==> src/rtl/baby_ram_pkg.sv <==
// Shared widths, FSM state encoding and request payload for the two-port RAM arbiter.
package baby_ram_pkg;

    localparam int unsigned ADDR_W    = 5;
    localparam int unsigned DATA_W    = 32;
    localparam int unsigned NUM_PORTS = 2;

    typedef enum logic [1:0] {
        IDLE   = 2'd0,
        ACCESS = 2'd1,
        RESP   = 2'd2
    } state_e;

    typedef struct packed {
        logic              we;
        logic [ADDR_W-1:0] addr;
        logic [DATA_W-1:0] wdata;
    } req_t;

endpackage

==> src/rtl/ram_arb_picker.sv <==
// Two-way priority pick producing a one-hot grant.
// RAM_ARB_ROUND_ROBIN_EN selects round-robin between the two ports; otherwise port 0 always wins.
module ram_arb_picker
    import baby_ram_pkg::*;
(
    input  logic [NUM_PORTS-1:0] req_i,
`ifdef RAM_ARB_ROUND_ROBIN_EN
    input  logic                 last_i,
`endif
    output logic [NUM_PORTS-1:0] gnt_o
);

    always_comb begin
        gnt_o = '0;
        if (req_i[0] && req_i[1]) begin
`ifdef RAM_ARB_ROUND_ROBIN_EN
            // Favour the port that did not win the previous acceptance.
            gnt_o = last_i ? NUM_PORTS'(2'b01) : NUM_PORTS'(2'b10);
`else
            gnt_o = NUM_PORTS'(2'b01);
`endif
        end else begin
            gnt_o = req_i;
        end
    end

endmodule

==> src/rtl/baby_ram_arbiter.sv <==
// Arbitrates a CPU port and an SPI debug port onto one synchronous 32x32 RAM.
// RAM_ARB_ROUND_ROBIN_EN enables round-robin arbitration; undefined gives fixed port-0 priority.
module baby_ram_arbiter
    import baby_ram_pkg::*;
(
    input  logic              clock,
    input  logic              reset_i,
    input  logic              p0_req_i,
    input  logic              p0_we_i,
    input  logic [ADDR_W-1:0] p0_addr_i,
    input  logic [DATA_W-1:0] p0_wdata_i,
    output logic              p0_gnt_o,
    output logic              p0_rvalid_o,
    output logic [DATA_W-1:0] p0_rdata_o,
    input  logic              p1_req_i,
    input  logic              p1_we_i,
    input  logic [ADDR_W-1:0] p1_addr_i,
    input  logic [DATA_W-1:0] p1_wdata_i,
    output logic              p1_gnt_o,
    output logic              p1_rvalid_o,
    output logic [DATA_W-1:0] p1_rdata_o,
    output logic              ram_we_o,
    output logic [ADDR_W-1:0] ram_addr_o,
    output logic [DATA_W-1:0] ram_data_o,
    input  logic [DATA_W-1:0] ram_data_i
);

    state_e                 state_q;
    logic                   owner_q;
    logic                   ram_we_q;
    logic [ADDR_W-1:0]      ram_addr_q;
    logic [DATA_W-1:0]      ram_data_q;
    logic [NUM_PORTS-1:0]   rvalid_q;
    logic [DATA_W-1:0]      rdata_q [NUM_PORTS];
    logic [NUM_PORTS-1:0]   req_vec;
    logic [NUM_PORTS-1:0]   pick;
    logic [NUM_PORTS-1:0]   gnt_vec;
    req_t                   p0_req;
    req_t                   p1_req;
    req_t                   sel_req;

`ifdef RAM_ARB_ROUND_ROBIN_EN
    logic                   last_q;
`endif

    assign req_vec = {p1_req_i, p0_req_i};
    assign p0_req  = '{we: p0_we_i, addr: p0_addr_i, wdata: p0_wdata_i};
    assign p1_req  = '{we: p1_we_i, addr: p1_addr_i, wdata: p1_wdata_i};

    ram_arb_picker u_picker (
        .req_i  (req_vec),
`ifdef RAM_ARB_ROUND_ROBIN_EN
        .last_i (last_q),
`endif
        .gnt_o  (pick)
    );

    // Grants are only offered in IDLE and are forced low while reset is asserted.
    always_comb begin
        gnt_vec = '0;
        if (state_q == IDLE && !reset_i) begin
            gnt_vec = pick;
        end
        sel_req = gnt_vec[1] ? p1_req : p0_req;
    end

    assign p0_gnt_o    = gnt_vec[0];
    assign p1_gnt_o    = gnt_vec[1];
    assign p0_rvalid_o = rvalid_q[0];
    assign p1_rvalid_o = rvalid_q[1];
    assign p0_rdata_o  = rdata_q[0];
    assign p1_rdata_o  = rdata_q[1];
    assign ram_we_o    = ram_we_q;
    assign ram_addr_o  = ram_addr_q;
    assign ram_data_o  = ram_data_q;

    // The RAM-facing registers double as the latched request; they hold outside ACCESS.
    always_ff @(posedge clock or posedge reset_i) begin
        if (reset_i) begin
            state_q    <= IDLE;
            owner_q    <= 1'b0;
            ram_we_q   <= 1'b0;
            ram_addr_q <= '0;
            ram_data_q <= '0;
            rvalid_q   <= '0;
            rdata_q[0] <= '0;
            rdata_q[1] <= '0;
`ifdef RAM_ARB_ROUND_ROBIN_EN
            last_q     <= 1'b1;
`endif
        end else begin
            rvalid_q <= '0;
            ram_we_q <= 1'b0;
            case (state_q)
                IDLE: begin
                    if (|gnt_vec) begin
                        owner_q    <= gnt_vec[1];
                        ram_we_q   <= sel_req.we;
                        ram_addr_q <= sel_req.addr;
                        ram_data_q <= sel_req.wdata;
`ifdef RAM_ARB_ROUND_ROBIN_EN
                        last_q     <= gnt_vec[1];
`endif
                        state_q    <= ACCESS;
                    end
                end
                ACCESS: begin
                    state_q <= ram_we_q ? IDLE : RESP;
                end
                RESP: begin
                    rdata_q[owner_q]  <= ram_data_i;
                    rvalid_q[owner_q] <= 1'b1;
                    state_q           <= IDLE;
                end
                default: begin
                    state_q <= IDLE;
                end
            endcase
        end
    end

endmodule

==> config.mk <==
export PLATFORM = sky130hd
export DESIGN_NAME = baby_ram_arbiter
export DESIGN_NICKNAME = d
export VERILOG_FILES = /design/src/rtl/baby_ram_pkg.sv /design/src/rtl/ram_arb_picker.sv /design/src/rtl/baby_ram_arbiter.sv
export SDC_FILE = /design/constraint.sdc
export NUM_CORES = 1
export LEC_CHECK = 0
export BUFFER_PORTS_ARGS = -buffer_cell sky130_fd_sc_hd__buf_2
export CAP_MARGIN = 20
export CORE_ASPECT_RATIO = 0.6
export CORE_MARGIN = 4
export CORE_UTILIZATION = 46
export DETAILED_ROUTE_END_ITERATION = 12
export HOLD_SLACK_MARGIN = 0.03
export PLACE_DENSITY = 0.81
export RECOVER_POWER = 25
export SLEW_MARGIN = 20
export SYNTH_ARGS = -nofsm -noshare
export SYNTH_HDL_FRONTEND = slang
export SYNTH_SLANG_ARGS = --single-unit
==> constraint.sdc <==
create_clock -name clock -period 4.43 [get_ports clock]
set_clock_uncertainty 0.15 [all_clocks]
set_input_delay 0.2215 -clock clock [delete_from_list [all_inputs] [get_ports clock]]
set_output_delay 0.2215 -clock clock [all_outputs]
set_load 0.005 [all_outputs]
==> results_dict.tcl <==
set metrics [dict create \
    synth-seq-cells 107 \
    min-delay-start "p0_req_i" \
    numCtsBuffers 9 \
    fp.dieW_um 136 \
    postRouteAntennaNets 0 \
    synth_top_flop_cell "dfrtp_1" \
    routed_wl_um 11300 \
    relSlewSlack_pct 33.1 \
    synthMostInstantiatedCell "mux2_2" \
    leakage_nw 2.96 \
    endpoint_kind "flop" \
    startpoint_type "input pin" \
    utilization_pct 66.7 \
    ys_top_cells_by_count "mux2_2, dfrtp_1, mux2_4" \
    post_cts_buffers 0 \
    finalSetupViolCount 0 \
    clk_latency_ns 0.33 \
    grt_usage_pct 19.9 \
    rsz0062_at_grt "false" \
    wire_per_inst_um 17.1 \
    drt_pass1_iterations 4 \
    antenna_found_initial 0 \
    critPathMaxStageDelay_ns 0.87 \
    hold_end "owner_q" \
    status "complete, no violations" \
    r2r_slack_ns 2.09 \
    slowest_stage "o21a_2" \
    die_y_um 84.8 \
    hold_path_class "input pin to flop" \
    timing.rr.start "state_q[0]" \
    crit_fanout 39 \
    start_util_pct 48.3 \
    timing.rr.end "ram_data_o[24]" \
    syn_nets 385 \
    dieArea_mm2 0.0115 \
    grt_pass1_wl_um 17800 \
    grt-ovfl-total 0 \
    synth.top_cells.by_area "dfrtp_1, mux2_2, mux2_4" \
    critical_path.cell_chain "dlygate4sd3_1, buf_2, nor3_1, o21a_2, mux2_2" \
    finalHoldViolations 0 \
    mappedNetlistArea_mm2 0.00452 \
    setup_tns_ns 0 \
    async_reset_ff_share_pct 100 \
    pin_count 218 \
    insertedDiodeCount 0 \
    period_needed_ns 2.39 \
    viasPerCell 4.88 \
    ys_seq_area_share_pct 59.2 \
    setup.worst_path.class "input pin to flop" \
    fmaxAchievable_ghz 0.418 \
    ff2ff_path_depth 3 \
    power.density_mw_per_mm2 543 \
    cp.required_ns 4.50 \
    port_buffers 217 \
    place.gp.congestion 0.759 \
    clk_pin_slew_ns 0.07 \
    post_synth.cell_area_avg_um2 16.6 \
    layout.nets 635 \
    post-route-period-util_pct 54.0 \
    syn_inst 273 \
    cp_top_family "compound AO/OA/AOI/OAI gates" \
    ys.warnings.count 0 \
    htree_levels 3 \
    synth_edf_count 0 \
    dp_hpwl_um 8140 \
    clk_path_buf_depth 2 \
    cp.arrival_ns 2.46 \
    drive_gt1_share_pct 60.6 \
    tightest_slew_ns 1.00 \
    cts_root_buf "clkbuf_16" \
    grt_max_degree 76 \
    drc 0 \
    syn2layout_area_growth_pct 38.1 \
    synth_top_area_share_pct 59.2 \
    peakVddDrop_mv 0.350 \
    drv_slew 0 \
    critPathBufInv 2 \
    grt_pass1_vias 3543 \
    hold_depth 3 \
    cts_sinks 107 \
    drtIter0Drc 85 \
    drv_cap 0 \
    core-area_mm2 0.00936 \
    std_cell_rows 27 \
    vias 3209 \
    cts_tree "built" \
    yosys.area.top_type "dfrtp_1" \
    worstSetupStartpoint "reset_i" \
    yosysUniqueCellTypes 21 \
]
-- logic make-up after synthesis --
family          synth area share [%]
mux                             36.2
buf+inv                         2.63
flops                           59.2
simple gates                    1.63
compound gates                 0.277
-- placed cells by master, fill, tap and decap left out, types with 2 or more instances in the layout --
master         Yosys  layout
buf_2              5     162
buf_4              5       3
clkbuf_1           0      54
clkbuf_16          0       9
clkinv_4           0       2
dfrtp_1          107     107
dlygate4sd3_1      0      33
inv_8              0       2
mux2_1             3       3
mux2_2           115     115
mux2_4            20      20
-- power by group --
group | internal, mW | switching [mW]
combinational | 0.609 | 0.419
clock | 0.409 | 0.365
sequential | 1.37 | 0.216
-- worst register-to-register path, delay by kind of cell, from the launching register on --
kind | cells | cell delay (ns)
compound gates | 1 | 0.87
flops | 1 | 0.44
mux | 1 | 0.43
simple gates | 1 | 0.33
-- per-layer routing --
metal	share of wire, %	global-route usage, %	vias up	wire, um
met5	0	0	-	0
met4	1.5	5.76	0	164
met3	8.7	6.77	17	976
met2	50	35.0	144	5600
met1	40	23.1	1574	4520
li1	-	-	1474	-
-- worst max-delay path by stage --
stage / end / slack, ns / cells past startpoint
after floorplan: owner_q / 1.24 / 1
after global placement: ram_data_o[28] / 2.24 / 3
after detailed placement: ram_data_o[24] / 2.16 / 3
after CTS: ram_data_o[24] / 2.14 / 5
after global routing: ram_addr_o[2] / 1.89 / 5
final: ram_data_o[24] / 2.04 / 5
-- through the flow --
step | hold WS, ns | setup WS, ns | cells | power, mW | instance area, um^2
global route | 0.0574 | 1.89 | 658 | 3.61 | 6240
CTS | 0.0485 | 2.14 | 658 | 3.49 | 6320
finish | 0.0622 | 2.04 | 658 | 3.39 | 6240
floorplan | 0.206 | 1.24 | 273 | 2.09 | 4520
global placement | 0.300 | 2.24 | 609 | 2.61 | 5690
detailed placement | 0.306 | 2.16 | 609 | 2.67 | 5690
-- flip-flops by register name (all words and copies together) (netlist names) --
signal,flops
owner_q,1
p0_rdata_o,32
p1_rdata_o,32
ram_addr_o,5
ram_data_o,32
ram_we_o,1
rvalid_q,2
state_q,2
-- cell type report --
class	instances	area, um^2
Fill cell	713	3110
Sequential cell	107	2680
Multi-Input combinational cell	150	1730
Timing Repair Buffer	253	1370
Clock buffer	10	239
Tap cell	130	163
Clock inverter	6	56.3
Inverter	2	10.0
-- repair_timing --
item | CTS | global route
hold endpoints to repair | 138 | 0
hold buffers | 33 | 0
resized for setup | 0 | 0
(Power assumes the default switching activity.)
